`src/rtl/pad_in_cond_pkg.sv`:
```
// Shared constants and types for the pad input conditioner.
// The optional glitch counter is enabled by defining PAD_IN_COND_GLITCH_CNT_EN.
package pad_in_cond_pkg;

  localparam int unsigned FILT_CNT_W   = 4;
  localparam int unsigned GLITCH_CNT_W = 8;
  localparam int unsigned RST_STATE_W  = 2;
  localparam int unsigned HOLD_CNT_W   = 8;

  typedef enum logic [RST_STATE_W-1:0] {
    RST_ASSERT  = 2'd0,
    RST_HOLD_ST = 2'd1,
    RST_RUN     = 2'd2
  } rst_state_e;

endpackage

```
`src/rtl/pad_in_cond_if.sv`:
```
// Pad receive inputs and conditioned outputs of pad_in_cond.
// glitch_cnt exists only when PAD_IN_COND_GLITCH_CNT_EN is defined.
interface pad_in_cond_if;
  import pad_in_cond_pkg::*;

  logic                    pad_rstn_c;
  logic                    pad_clk_rd_c;
  logic                    core_rst_n;
  logic                    clk_rd_lvl;
  logic                    clk_rd_rise;
  logic                    clk_rd_fall;
  logic [RST_STATE_W-1:0]  rst_state;
`ifdef PAD_IN_COND_GLITCH_CNT_EN
  logic [GLITCH_CNT_W-1:0] glitch_cnt;

  modport master (
    output pad_rstn_c, pad_clk_rd_c,
    input  core_rst_n, clk_rd_lvl, clk_rd_rise, clk_rd_fall, rst_state, glitch_cnt
  );
  modport slave (
    input  pad_rstn_c, pad_clk_rd_c,
    output core_rst_n, clk_rd_lvl, clk_rd_rise, clk_rd_fall, rst_state, glitch_cnt
  );
`else
  modport master (
    output pad_rstn_c, pad_clk_rd_c,
    input  core_rst_n, clk_rd_lvl, clk_rd_rise, clk_rd_fall, rst_state
  );
  modport slave (
    input  pad_rstn_c, pad_clk_rd_c,
    output core_rst_n, clk_rd_lvl, clk_rd_rise, clk_rd_fall, rst_state
  );
`endif

endinterface

```
`src/rtl/pad_sync_filt.sv`:
```
// Synchronizer plus stable-count glitch filter for one asynchronous pad input.
// glitch_c (rejected-glitch pulse) exists only with PAD_IN_COND_GLITCH_CNT_EN.
module pad_sync_filt
  import pad_in_cond_pkg::*;
#(
  parameter int unsigned SYNC_STAGES = 2,
  parameter int unsigned FILT_LEN    = 4
) (
  input  logic clk,
  input  logic rst_n,
  input  logic pad_c,
`ifdef PAD_IN_COND_GLITCH_CNT_EN
  output logic glitch_c,
`endif
  output logic lvl
);

  localparam logic [FILT_CNT_W-1:0] CNT_LAST = FILT_CNT_W'(FILT_LEN - 1);

  logic [SYNC_STAGES-1:0] sync_q;
  logic [FILT_CNT_W-1:0]  cnt_q;
  logic                   sync_out;

  assign sync_out = sync_q[SYNC_STAGES-1];

  // Plain shift synchronizer, no logic between stages
  always_ff @(posedge clk or negedge rst_n) begin
    if (!rst_n) begin
      sync_q <= '0;
    end else begin
      sync_q <= {sync_q[SYNC_STAGES-2:0], pad_c};
    end
  end

  // Level flips only after FILT_LEN consecutive cycles of disagreement
  always_ff @(posedge clk or negedge rst_n) begin
    if (!rst_n) begin
      cnt_q <= '0;
      lvl   <= 1'b0;
    end else if (sync_out == lvl) begin
      cnt_q <= '0;
    end else if (cnt_q == CNT_LAST) begin
      cnt_q <= '0;
      lvl   <= ~lvl;
    end else begin
      cnt_q <= cnt_q + FILT_CNT_W'(1);
    end
  end

`ifdef PAD_IN_COND_GLITCH_CNT_EN
  assign glitch_c = (sync_out == lvl) && (cnt_q != '0);
`endif

endmodule

```
`src/rtl/pad_in_cond.sv`:
```
// Pad receive conditioner: RSTN/CLK_RD sync + filter, core reset sequencing, CLK_RD strobes.
// Define PAD_IN_COND_GLITCH_CNT_EN to add the saturating rejected-glitch counter.
module pad_in_cond
  import pad_in_cond_pkg::*;
#(
  parameter int unsigned SYNC_STAGES = 2,
  parameter int unsigned FILT_LEN    = 4,
  parameter int unsigned RST_HOLD    = 16
) (
  input  logic         clk,
  input  logic         rst_n,
  pad_in_cond_if.slave pads
);

  localparam logic [HOLD_CNT_W-1:0] HOLD_LAST = HOLD_CNT_W'(RST_HOLD - 1);

  logic                  rstn_flt;
  logic                  clk_flt;
  rst_state_e            state_q;
  rst_state_e            state_d;
  logic [HOLD_CNT_W-1:0] hold_q;
  logic [HOLD_CNT_W-1:0] hold_d;
  logic                  core_rst_n_q;
  logic                  lvl_d_q;
  logic                  rise_q;
  logic                  fall_q;

`ifdef PAD_IN_COND_GLITCH_CNT_EN
  localparam int unsigned GSUM_W = GLITCH_CNT_W + 1;

  logic                    rst_glitch_c;
  logic                    clk_glitch_c;
  logic [GLITCH_CNT_W-1:0] glitch_cnt_q;
  logic [GSUM_W-1:0]       glitch_sum_c;
`endif

  pad_sync_filt #(
    .SYNC_STAGES (SYNC_STAGES),
    .FILT_LEN    (FILT_LEN)
  ) u_rstn_filt (
    .clk      (clk),
    .rst_n    (rst_n),
    .pad_c    (pads.pad_rstn_c),
`ifdef PAD_IN_COND_GLITCH_CNT_EN
    .glitch_c (rst_glitch_c),
`endif
    .lvl      (rstn_flt)
  );

  pad_sync_filt #(
    .SYNC_STAGES (SYNC_STAGES),
    .FILT_LEN    (FILT_LEN)
  ) u_clk_rd_filt (
    .clk      (clk),
    .rst_n    (rst_n),
    .pad_c    (pads.pad_clk_rd_c),
`ifdef PAD_IN_COND_GLITCH_CNT_EN
    .glitch_c (clk_glitch_c),
`endif
    .lvl      (clk_flt)
  );

  // Reset sequencer next state: ASSERT -> HOLD (RST_HOLD cycles) -> RUN
  always_comb begin
    state_d = state_q;
    hold_d  = hold_q;
    case (state_q)
      RST_ASSERT: begin
        if (rstn_flt) begin
          state_d = RST_HOLD_ST;
          hold_d  = '0;
        end
      end
      RST_HOLD_ST: begin
        if (!rstn_flt) begin
          state_d = RST_ASSERT;
        end else if (hold_q == HOLD_LAST) begin
          state_d = RST_RUN;
        end else begin
          hold_d = hold_q + HOLD_CNT_W'(1);
        end
      end
      RST_RUN: begin
        if (!rstn_flt) begin
          state_d = RST_ASSERT;
        end
      end
      default: state_d = RST_ASSERT;
    endcase
  end

  // Strobes are gated by the next state so they are only ever visible alongside RUN
  always_ff @(posedge clk or negedge rst_n) begin
    if (!rst_n) begin
      state_q      <= RST_ASSERT;
      hold_q       <= '0;
      core_rst_n_q <= 1'b0;
      lvl_d_q      <= 1'b0;
      rise_q       <= 1'b0;
      fall_q       <= 1'b0;
    end else begin
      state_q      <= state_d;
      hold_q       <= hold_d;
      core_rst_n_q <= (state_d == RST_RUN);
      lvl_d_q      <= clk_flt;
      rise_q       <= (state_d == RST_RUN) &&  clk_flt && !lvl_d_q;
      fall_q       <= (state_d == RST_RUN) && !clk_flt &&  lvl_d_q;
    end
  end

`ifdef PAD_IN_COND_GLITCH_CNT_EN
  assign glitch_sum_c = {1'b0, glitch_cnt_q} + GSUM_W'(rst_glitch_c) + GSUM_W'(clk_glitch_c);

  // Saturating count of rejected glitches on either input
  always_ff @(posedge clk or negedge rst_n) begin
    if (!rst_n) begin
      glitch_cnt_q <= '0;
    end else if (glitch_sum_c[GSUM_W-1]) begin
      glitch_cnt_q <= '1;
    end else begin
      glitch_cnt_q <= glitch_sum_c[GLITCH_CNT_W-1:0];
    end
  end

  assign pads.glitch_cnt = glitch_cnt_q;
`endif

  assign pads.core_rst_n  = core_rst_n_q;
  assign pads.clk_rd_lvl  = clk_flt;
  assign pads.clk_rd_rise = rise_q;
  assign pads.clk_rd_fall = fall_q;
  assign pads.rst_state   = state_q;

endmodule
```
`src/flat_wrapper.sv`:
```
// flat-port wrapper written by rule: the top's interface ports become plain ports
module pad_in_cond_flat import pad_in_cond_pkg::*;
#(
  parameter int unsigned SYNC_STAGES = 2,
  parameter int unsigned FILT_LEN    = 4,
  parameter int unsigned RST_HOLD    = 16
)
  (clk, rst_n, pads_pad_rstn_c, pads_pad_clk_rd_c, pads_core_rst_n, pads_clk_rd_lvl, pads_clk_rd_rise, pads_clk_rd_fall, pads_rst_state);
  pad_in_cond_if pads_i ();
  input  logic clk;
  input  logic rst_n;
  input wire logic [$bits(pads_i.pad_rstn_c)-1:0] pads_pad_rstn_c;
  input wire logic [$bits(pads_i.pad_clk_rd_c)-1:0] pads_pad_clk_rd_c;
  output wire logic [$bits(pads_i.core_rst_n)-1:0] pads_core_rst_n;
  output wire logic [$bits(pads_i.clk_rd_lvl)-1:0] pads_clk_rd_lvl;
  output wire logic [$bits(pads_i.clk_rd_rise)-1:0] pads_clk_rd_rise;
  output wire logic [$bits(pads_i.clk_rd_fall)-1:0] pads_clk_rd_fall;
  output wire logic [$bits(pads_i.rst_state)-1:0] pads_rst_state;
  assign pads_i.pad_rstn_c = pads_pad_rstn_c;
  assign pads_i.pad_clk_rd_c = pads_pad_clk_rd_c;
  assign pads_core_rst_n = pads_i.core_rst_n;
  assign pads_clk_rd_lvl = pads_i.clk_rd_lvl;
  assign pads_clk_rd_rise = pads_i.clk_rd_rise;
  assign pads_clk_rd_fall = pads_i.clk_rd_fall;
  assign pads_rst_state = pads_i.rst_state;
  pad_in_cond #(.SYNC_STAGES(SYNC_STAGES), .FILT_LEN(FILT_LEN), .RST_HOLD(RST_HOLD)) u_core (.clk(clk), .rst_n(rst_n), .pads(pads_i));
endmodule
```
`config.mk`:
```
export PLATFORM = sky130hd
export DESIGN_NAME = pad_in_cond_flat
export DESIGN_NICKNAME = d
export VERILOG_FILES = /design/src/rtl/pad_in_cond_pkg.sv /design/src/rtl/pad_in_cond_if.sv /design/src/rtl/pad_sync_filt.sv /design/src/rtl/pad_in_cond.sv /design/src/flat_wrapper.sv
export SDC_FILE = /design/constraint.sdc
export NUM_CORES = 1
export LEC_CHECK = 0
export ABC_AREA = 1
export BUFFER_PORTS_ARGS = -buffer_cell sky130_fd_sc_hd__buf_2
export CAP_MARGIN = 20
export CELL_PAD_IN_SITES_DETAIL_PLACEMENT = 0
export CELL_PAD_IN_SITES_GLOBAL_PLACEMENT = 2
export CORE_ASPECT_RATIO = 1.4
export CORE_MARGIN = 5
export CORE_UTILIZATION = 29
export CTS_BUF_LIST = sky130_fd_sc_hd__clkbuf_4 sky130_fd_sc_hd__clkbuf_8
export CTS_CLUSTER_SIZE = 16
export DETAILED_ROUTE_END_ITERATION = 12
export PLACE_DENSITY = 0.65
export SYNTH_ARGS = -nofsm -noshare
export SYNTH_HDL_FRONTEND = slang
export SYNTH_SLANG_ARGS = --single-unit
```
`constraint.sdc`:
```
create_clock -name clk -period 1.7 [get_ports clk]
set_input_delay 0 -clock clk [delete_from_list [all_inputs] [get_ports clk]]
set_output_delay 0 -clock clk [all_outputs]
set_load 0.05 [all_outputs]
```
==> flow_metrics.tcl, run 1 <==
set metrics [dict create \
    cp_slowest_cell "dfrtp_1" \
    antenna_cells 0 \
    crit_fanout 17 \
    peakVddDrop_uv 694 \
    syn_area_um2 1250 \
    fill_cells 448 \
    yosys_warnings 0 \
    htree_num_levels 1 \
    dp_cells 190 \
    synth_top_cell_by_area "dfrtp_1" \
    combPwrFrac 0.299 \
    min_period_ps 1400 \
    start_kind "flop" \
    drc_errors 0 \
    gp_congestion 0.685 \
    synth_cell_types 21 \
    post_cts_buffers 0 \
    num_vias 866 \
    r2r-end "u_core.hold_q[6]" \
    grt_antenna_before_repair 0 \
    layout.nets 160 \
    synthTopCellsByArea "dfrtp_1, nand2_1, nor2_1" \
    fmax_mhz 713 \
    drive_above_1_share 0.158 \
    p_int_mw 1.33 \
    r2r-start "u_core.hold_q[0]" \
    clk_pin_slew_worst_paths_ps 90 \
    finalClockSkew_ps 3.15 \
    drv_slew 0 \
    worstMarginPinSlew_ps 635 \
    cts.sinks 28 \
    grt_pass1_vias 897 \
    dieWidth_um 65.4 \
    ios 10 \
    cts_tree "yes" \
    areaGrowthSynthToFinish_pct 15.6 \
    worstRegToRegCells 6 \
    instances_no_fill 197 \
    wirelength_mm 2.15 \
    root_buffer "clkbuf_8" \
    hp-class "in2async" \
    multi_input_comb_area_um2 472 \
    critPathKind "reg2reg" \
    pwr-share-seq 0.449 \
    synth.avg_cell_area_um2 9.17 \
    cpPeakStageDelay_ps 410 \
    syn-num-nets 143 \
    synthCells 136 \
    synth-seq-area-share 0.562 \
    die_h_um 87.6 \
    worstPathCellList "ha_1 > nand2_2 > nor2_4 > nand3_2 > nand2_4 > o21ai_0" \
    grt_max_degree 29 \
    final_common_cell "nand2_1" \
    sw_frac_of_total 0.350 \
    rows 28 \
    clk_latency_ps 270 \
    antenna_left 0 \
    hold_viol_final 0 \
    p_clk_frac 0.252 \
    drv_cap 0 \
    dp_hpwl_mm 1.60 \
    first_pass_iters 4 \
    grt_pass1_wl_mm 3.91 \
    finalCritPeriodShare 0.825 \
    power_leakage_nw 0.700 \
    required_ps 1850 \
    powerDensity_nw_per_um2 1420 \
    status "finished clean" \
    start_util 0.297 \
    dieArea_um2 5730 \
    io_buffers 9 \
    register_area_um2 701 \
    core_area_um2 4200 \
    rsz0062_at_grt "no" \
    synth_top_area_share 0.562 \
    track_usage 0.0879 \
    numCtsBuffers 3 \
    avgViaCountPerCell 4.40 \
    mostFrequentLayoutCells "nand2_1, dfrtp_1, nor2_1" \
    end_kind "flop" \
    slew_headroom 0.577 \
    grt.overflow.total 0 \
    finalSetupViolations 0 \
    rrSetupSlack_ps 300 \
    drt-wirelength-per-cell_um 10.9 \
    clock_path_buffers 2 \
    p_switching_mw 0.716 \
    cp.arrival_ps 1550 \
    ys_ff_latch 28 \
    drt-initial-drc-count 66 \
    final_util 0.343 \
    setup_tns_ps 0 \
]
per-stage QoR:
step	area [um^2]	total power [mW]	hold slack [ps]	setup slack, ps
global placement	1340	1.55	50.0	340
CTS	1440	2.08	295	290
finish	1440	2.04	278	297
global route	1440	2.22	323	133
floorplan	1250	1.42	-296	319
detailed placement	1340	1.55	61.2	313
layer usage:
layer	track usage	wire length, um	vias to the layer above
met5	0	0	-
met4	0.0283	12	0
met3	0.0193	41	2
met2	0.163	1140	4
met1	0.0988	958	406
li1	-	-	454
logic make-up (layout without fill, tap and decap cells):
| group | after synthesis | in the layout | share of synthesized area |
|---|---|---|---|
| DFF | 28 | 28 | 0.562 |
| buffers and inverters | 17 | 33 | 0.0602 |
| adders and majority gates | 3 | 3 | 0.0301 |
| xor gates and xnor gates | 6 | 6 | 0.0421 |
| AOI/OAI and AO/OA | 13 | 13 | 0.0632 |
| and+or+nand+nor | 69 | 69 | 0.243 |
power by group through the flow:
| stage | registers (mW) | logic [mW] | clock network [mW] |
|---|---|---|---|
| 2_1_floorplan | 0.994 | 0.423 | 0 |
| 3_3_place_gp | 0.929 | 0.616 | 0 |
| 3_5_place_dp | 0.934 | 0.617 | 0 |
| 4_1_cts | 0.920 | 0.626 | 0.535 |
| 5_1_grt | 0.946 | 0.703 | 0.569 |
| 6_report | 0.918 | 0.611 | 0.516 |
timing repair:
item,CTS,global route
resized for setup,0,0
hold buffers,3,0
endpoints found under the hold margin,30,0
endpoints found under the setup margin,0,0
critical path, delay by kind of cell, from the launching register on:
family | cells | cell delay, ps
AND/OR/NAND/NOR | 4 | 500
adder cells (fa/ha/maj) | 1 | 240
AO/OA/AOI/OAI | 1 | 130
flip-flops | 1 | 410
registers in the layout, summed over array words and instances (netlist names):
signal and cells:
u_core.pads.clk_rd_fall 1, u_core.u_clk_rd_filt.lvl 1, u_core.u_rstn_filt.sync_q 2, u_core.pads.clk_rd_rise 1
u_core.u_clk_rd_filt.cnt_q 4, u_core.lvl_d_q 1, u_core.u_clk_rd_filt.sync_q 2, u_core.u_rstn_filt.lvl 1
u_core.u_rstn_filt.cnt_q 4, u_core.pads.rst_state 2, u_core.hold_q 8, u_core.pads.core_rst_n 1
cell usage after synthesis:
| master | count |
|---|---|
| a21oi_1 | 3 |
| buf_8 | 1 |
| dfrtp_1 | 28 |
| ha_1 | 3 |
| inv_1 | 15 |
| inv_2 | 1 |
| nand2_1 | 30 |
| nand2_2 | 1 |
| nand2_4 | 1 |
| nand3_1 | 11 |
| nand3_2 | 1 |
| nor2_1 | 21 |
| nor2_4 | 1 |
| nor3_1 | 1 |
| o21ai_0 | 5 |
| o21ai_1 | 1 |
| o21ai_2 | 3 |
| o21bai_1 | 1 |
| or2_2 | 2 |
| xnor2_1 | 4 |
| xor2_1 | 2 |
worst max-delay path by stage:
stage / from / endpoint / slack [ps]
floorplan: u_core.pads.rst_state[0] / u_core.hold_q[2] / 320
global placement: u_core.hold_q[0] / u_core.hold_q[6] / 340
detailed placement: u_core.hold_q[0] / u_core.hold_q[6] / 310
CTS: u_core.hold_q[0] / u_core.hold_q[6] / 290
global route: u_core.hold_q[0] / u_core.hold_q[6] / 130
finish: u_core.hold_q[0] / u_core.hold_q[6] / 300
area by class of cell:
| cell class | instances | area share |
|---|---|---|
| clock buffers | 3 | 0.0286 |
| clock inverters | 1 | 0.0208 |
| inverters | 16 | 0.0416 |
| multi-input cells | 91 | 0.327 |
| flip-flops and latches | 28 | 0.486 |
| well taps | 45 | 0.0390 |
| repair buffers | 13 | 0.0572 |
(Power assumes the default switching activity.)
==> run 2: changes to the inputs <==
- PLACE_DENSITY: 0.65 -> 0.67
- clock period: 1.7 -> 1.28 ns (I/O delays scaled with it)
==> flow_metrics.tcl, run 2 (synthesized netlist as in run 1, its figures left out) <==
set metrics [dict create \
    status "finished clean" \
    slew_headroom 0.591 \
    worstPathCellList "ha_2 > nand2_2 > nor2_4 > nand3_4 > nand2_8 > nand2_1 > o21ai_1" \
    antenna_cells 0 \
    min_period_ps 1230 \
    htree_num_levels 1 \
    r2r-start "u_core.hold_q[0]" \
    required_ps 1480 \
    io_buffers 9 \
    num_vias 897 \
    dieArea_um2 5730 \
    start_kind "flop" \
    clk_pin_slew_worst_paths_ps 100 \
    cp.arrival_ps 1430 \
    drv_cap 0 \
    grt.overflow.total 0 \
    crit_fanout 17 \
    cts.sinks 28 \
    dieWidth_um 65.4 \
    avgViaCountPerCell 4.42 \
    root_buffer "clkbuf_8" \
    rrSetupSlack_ps 50 \
    critPathKind "reg2reg" \
    placed_area_um2 1390 \
    fmax_mhz 811 \
    numCtsBuffers 3 \
    fin_area_um2 1510 \
    hp-class "in2async" \
    drt-wirelength-per-cell_um 11.6 \
    areaGrowthSynthToFinish_pct 20.9 \
    die_h_um 87.6 \
    clock_path_buffers 2 \
    instances_no_fill 203 \
    ios 10 \
    layout.nets 166 \
    final_common_cell "nand2_1" \
    dp_cells 195 \
    finalSetupViolations 0 \
    largest_reg_flops 8 \
    drive_above_1_share 0.241 \
    regMostFlops "u_core.hold_q" \
    grt_pass1_vias 936 \
    cp_slowest_cell "dfrtp_1" \
    clk_latency_ps 270 \
    rsz0062_at_grt "yes" \
    drc_errors 0 \
    powerDensity_nw_per_um2 1760 \
    worstRegToRegCells 7 \
    dp_hpwl_mm 1.73 \
    cpPeakStageDelay_ps 370 \
    first_pass_iters 4 \
    r2r-end "u_core.hold_q[7]" \
    wirelength_mm 2.35 \
    antenna_left 0 \
    rows 28 \
    drv_slew 0 \
    end_kind "flop" \
    grt_antenna_before_repair 0 \
    hold_viol_final 0 \
    grt_max_degree 29 \
    power_leakage_nw 0.723 \
    drt-initial-drc-count 20 \
    top_regs "u_core.hold_q x8, u_core.u_clk_rd_filt.cnt_q x4, u_core.u_rstn_filt.cnt_q x4" \
    finalCritPeriodShare 0.963 \
    core_area_um2 4200 \
    grt_pass1_wl_mm 4.24 \
    peakVddDrop_uv 925 \
    finalClockSkew_ps 6.68 \
    track_usage 0.0954 \
    setup_tns_ps 0 \
    worstMarginPinSlew_ps 613 \
    start_util 0.297 \
    cts_tree "yes" \
    mostFrequentLayoutCells "nand2_1, dfrtp_1, nor2_1" \
    final_util 0.359 \
    gp_congestion 0.708 \
]
==> run 2: worst max-delay path by stage <==
stage / slack (ps) / end / from
finish: 50 / u_core.hold_q[7] / u_core.hold_q[0]
global route: -40 / u_core.hold_q[2] / u_core.hold_q[1]
CTS: 20 / u_core.pads.clk_rd_rise / u_core.hold_q[0]
detailed placement: -4 / u_core.hold_q[6] / u_core.hold_q[1]
global placement: 30 / u_core.hold_q[6] / u_core.hold_q[0]
floorplan: -6 / u_core.hold_q[2] / u_core.hold_q[0]
==> run 2: layout make-up <==
cell class	count	area, um^2
clock buffers	4	55.1
fillers	432	2700
inverters	16	60.1
multi-input cells	91	505
flip-flops and latches	28	703
well taps	45	56.3
repair buffers	19	128
==> run 2: repair_timing <==
action                                  in CTS  in global routing
hold buffers                                 3                  0
hold endpoints to repair                    30                  0
resized for setup                            1                  6
endpoints found under the setup margin       8                 12
pin swaps                                    0                  0
setup buffers                                1                  0
==> run 2: metal layers <==
metal | up-vias | share of wire | global-route usage
met2 | 13 | 0.48 | 0.157
met3 | 4 | 0.041 | 0.0205
met4 | 0 | 0.017 | 0.0434
li1 | 466 | - | -
met1 | 414 | 0.46 | 0.120
met5 | - | 0 | 0
==> run 2: power by group <==
| group | switching [mW] | internal, mW |
|---|---|---|
| combinational | 0.587 | 0.316 |
| clock | 0.268 | 0.275 |
| sequential | 0.141 | 1.07 |
==> run 2: stage by stage <==
stage,hold slack [ps],setup WS [ps],power (mW)
after floorplan,-296,-5.97,1.89
after global placement,50.2,30.6,2.07
after detailed placement,63.1,-4.03,2.09
after CTS,305,17.9,2.70
after global routing,336,-43.2,2.88
final,261,47.4,2.66
==> run 2: worst max-delay path, delay by kind of cell (launching register included) <==
| kind | cells | cell delay, ps |
|---|---|---|
| fa+ha+maj | 1 | 190 |
| simple gates | 5 | 520 |
| compound gates | 1 | 80 |
| flops | 1 | 370 |
==> run 3: changes to the inputs <==
- ABC_CLOCK_PERIOD_IN_PS: default -> 1280
- SETUP_SLACK_MARGIN: default -> 0.3
==> flow_metrics.tcl, run 3 (synthesized netlist as in run 1, its figures left out) <==
set metrics [dict create \
    start_util 0.297 \
    hold_viol_final 0 \
    root_buffer "clkbuf_8" \
    drt-wirelength-per-cell_um 11.8 \
    placed_area_um2 1400 \
    power_leakage_nw 0.802 \
    layout.nets 173 \
    gp_congestion 0.767 \
    areaGrowthSynthToFinish_pct 37.6 \
    dp_hpwl_mm 1.72 \
    clock_path_buffers 2 \
    cp_top_family "flip-flops" \
    status "finished clean" \
    finalClockSkew_ps 4.59 \
    drt-initial-drc-count 24 \
    grt.overflow.total 0 \
    drive_above_1_share 0.412 \
    ios 10 \
    fin_area_um2 1720 \
    drv_slew 0 \
    top_regs "u_core.hold_q x8, u_core.u_clk_rd_filt.cnt_q x4, u_core.u_rstn_filt.cnt_q x4" \
    cts.sinks 28 \
    worstMarginPinSlew_ps 620 \
    num_vias 945 \
    required_ps 1430 \
    cp_slowest_cell "dfrtp_1" \
    end_kind "flop" \
    cp_num_buf_inv 1 \
    avgViaCountPerCell 4.50 \
    grt_pass1_wl_mm 4.36 \
    drc_errors 0 \
    clk_pin_slew_worst_paths_ps 90 \
    largest_reg_flops 8 \
    finalSetupViolations 0 \
    core_area_um2 4200 \
    fill_cells 424 \
    first_pass_iters 5 \
    grt_antenna_before_repair 0 \
    grt_max_degree 29 \
    worstPathCellList "ha_4 > buf_4 > or2_2 > nand3_1 > o21ai_0" \
    crit_fanout 2 \
    finalCritPeriodShare 0.991 \
    start_kind "flop" \
    clk_latency_ps 260 \
    hold_ws_ps 273 \
    antenna_cells 0 \
    rsz0062_at_grt "yes" \
    hp-class "in2async" \
    die_h_um 87.6 \
    drv_cap 0 \
    min_period_ps 1270 \
    total_power_mw 3.07 \
    slew_headroom 0.587 \
    antenna_left 0 \
    fmax_mhz 788 \
    dieArea_um2 5730 \
    powerDensity_nw_per_um2 1790 \
    numCtsBuffers 3 \
    dieWidth_um 65.4 \
    final_common_cell "dfrtp_1" \
    peakVddDrop_uv 669 \
    cts_tree "yes" \
    htree_num_levels 1 \
    cp.arrival_ps 1420 \
    cpPeakStageDelay_ps 420 \
    io_buffers 9 \
    rows 28 \
    grt_pass1_vias 963 \
    track_usage 0.0993 \
    regMostFlops "u_core.hold_q" \
    wirelength_mm 2.49 \
    critPathKind "reg2reg" \
    mostFrequentLayoutCells "dfrtp_1, nand2_1, inv_1" \
]
==> run 3: cell count changes in the layout (fill, tap and decap cells not counted), sizes merged <==
cell,previous run,this run
buf,16,21
clkbuf,4,5
nand2,32,33
==> run 3: routing by layer <==
layer / global-route usage / up-vias / routed length (um)
met2: 0.173 / 10 / 1350
met4: 0.0396 / 0 / 26
met3: 0.0205 / 2 / 74
met1: 0.119 / 448 / 1040
met5: 0 / - / 0
li1: - / 485 / -
==> run 3: worst paths after layout <==
check                                                     from                        endpoint  slack, ps  depth (start not counted)
min in group clk                u_core.u_clk_rd_filt.sync_q[0]  u_core.u_clk_rd_filt.sync_q[1]        360                          0
max in group asynchronous                                rst_n        u_core.u_clk_rd_filt.lvl        560                          2
worst min register to register  u_core.u_clk_rd_filt.sync_q[0]  u_core.u_clk_rd_filt.sync_q[1]        360                          0
worst min-delay path                                     rst_n     u_core.u_rstn_filt.cnt_q[1]        270                          2
worst max register to register                u_core.hold_q[1]                u_core.hold_q[2]         10                          5
worst max-delay path                          u_core.hold_q[1]                u_core.hold_q[2]         10                          5
==> run 3: area by class of cell <==
class                   instances  area [um^2]  share of cell area
clock buffers                   4         55.1              0.0321
inverters                      16         60.1              0.0350
multi-input cells              92          656               0.382
flip-flops and latches         28          704               0.410
well taps                      45         56.3              0.0328
repair buffers                 25          185               0.108
==> run 3: worst reg2reg max path, cell delays in order (launching register included) <==
cell     delay [ps]
dfrtp_1         420
ha_4            180
buf_4           130
or2_2           270
nand3_1          70
o21ai_0          80
==> run 3: report_power, final <==
part	switching (mW)	internal (mW)
clock	0.247	0.274
sequential	0.216	1.07
combinational	0.717	0.545
total	1.18	1.89
==> run 3: repair_timing <==
action                                  in CTS  in global routing
endpoints found under the setup margin      19                 21
hold endpoints to repair                    30                  0
gates resized for setup                      8                 34
hold buffers                                 3                  0
buffers inserted                             3                  4
pin swaps                                    2                 15
gates cloned                                 1                  0
==> run 3: stage by stage <==
stage                     setup WS (ps)  instances  setup TNS (ps)   util
after floorplan                   -5.75        136           -17.1      -
after CTS                          25.3        206               0  0.369
after detailed placement          -6.75        195           -6.75  0.332
after global routing              -81.9        210            -684  0.408
after global placement             48.5        195               0  0.332
final                              11.6        210               0  0.408
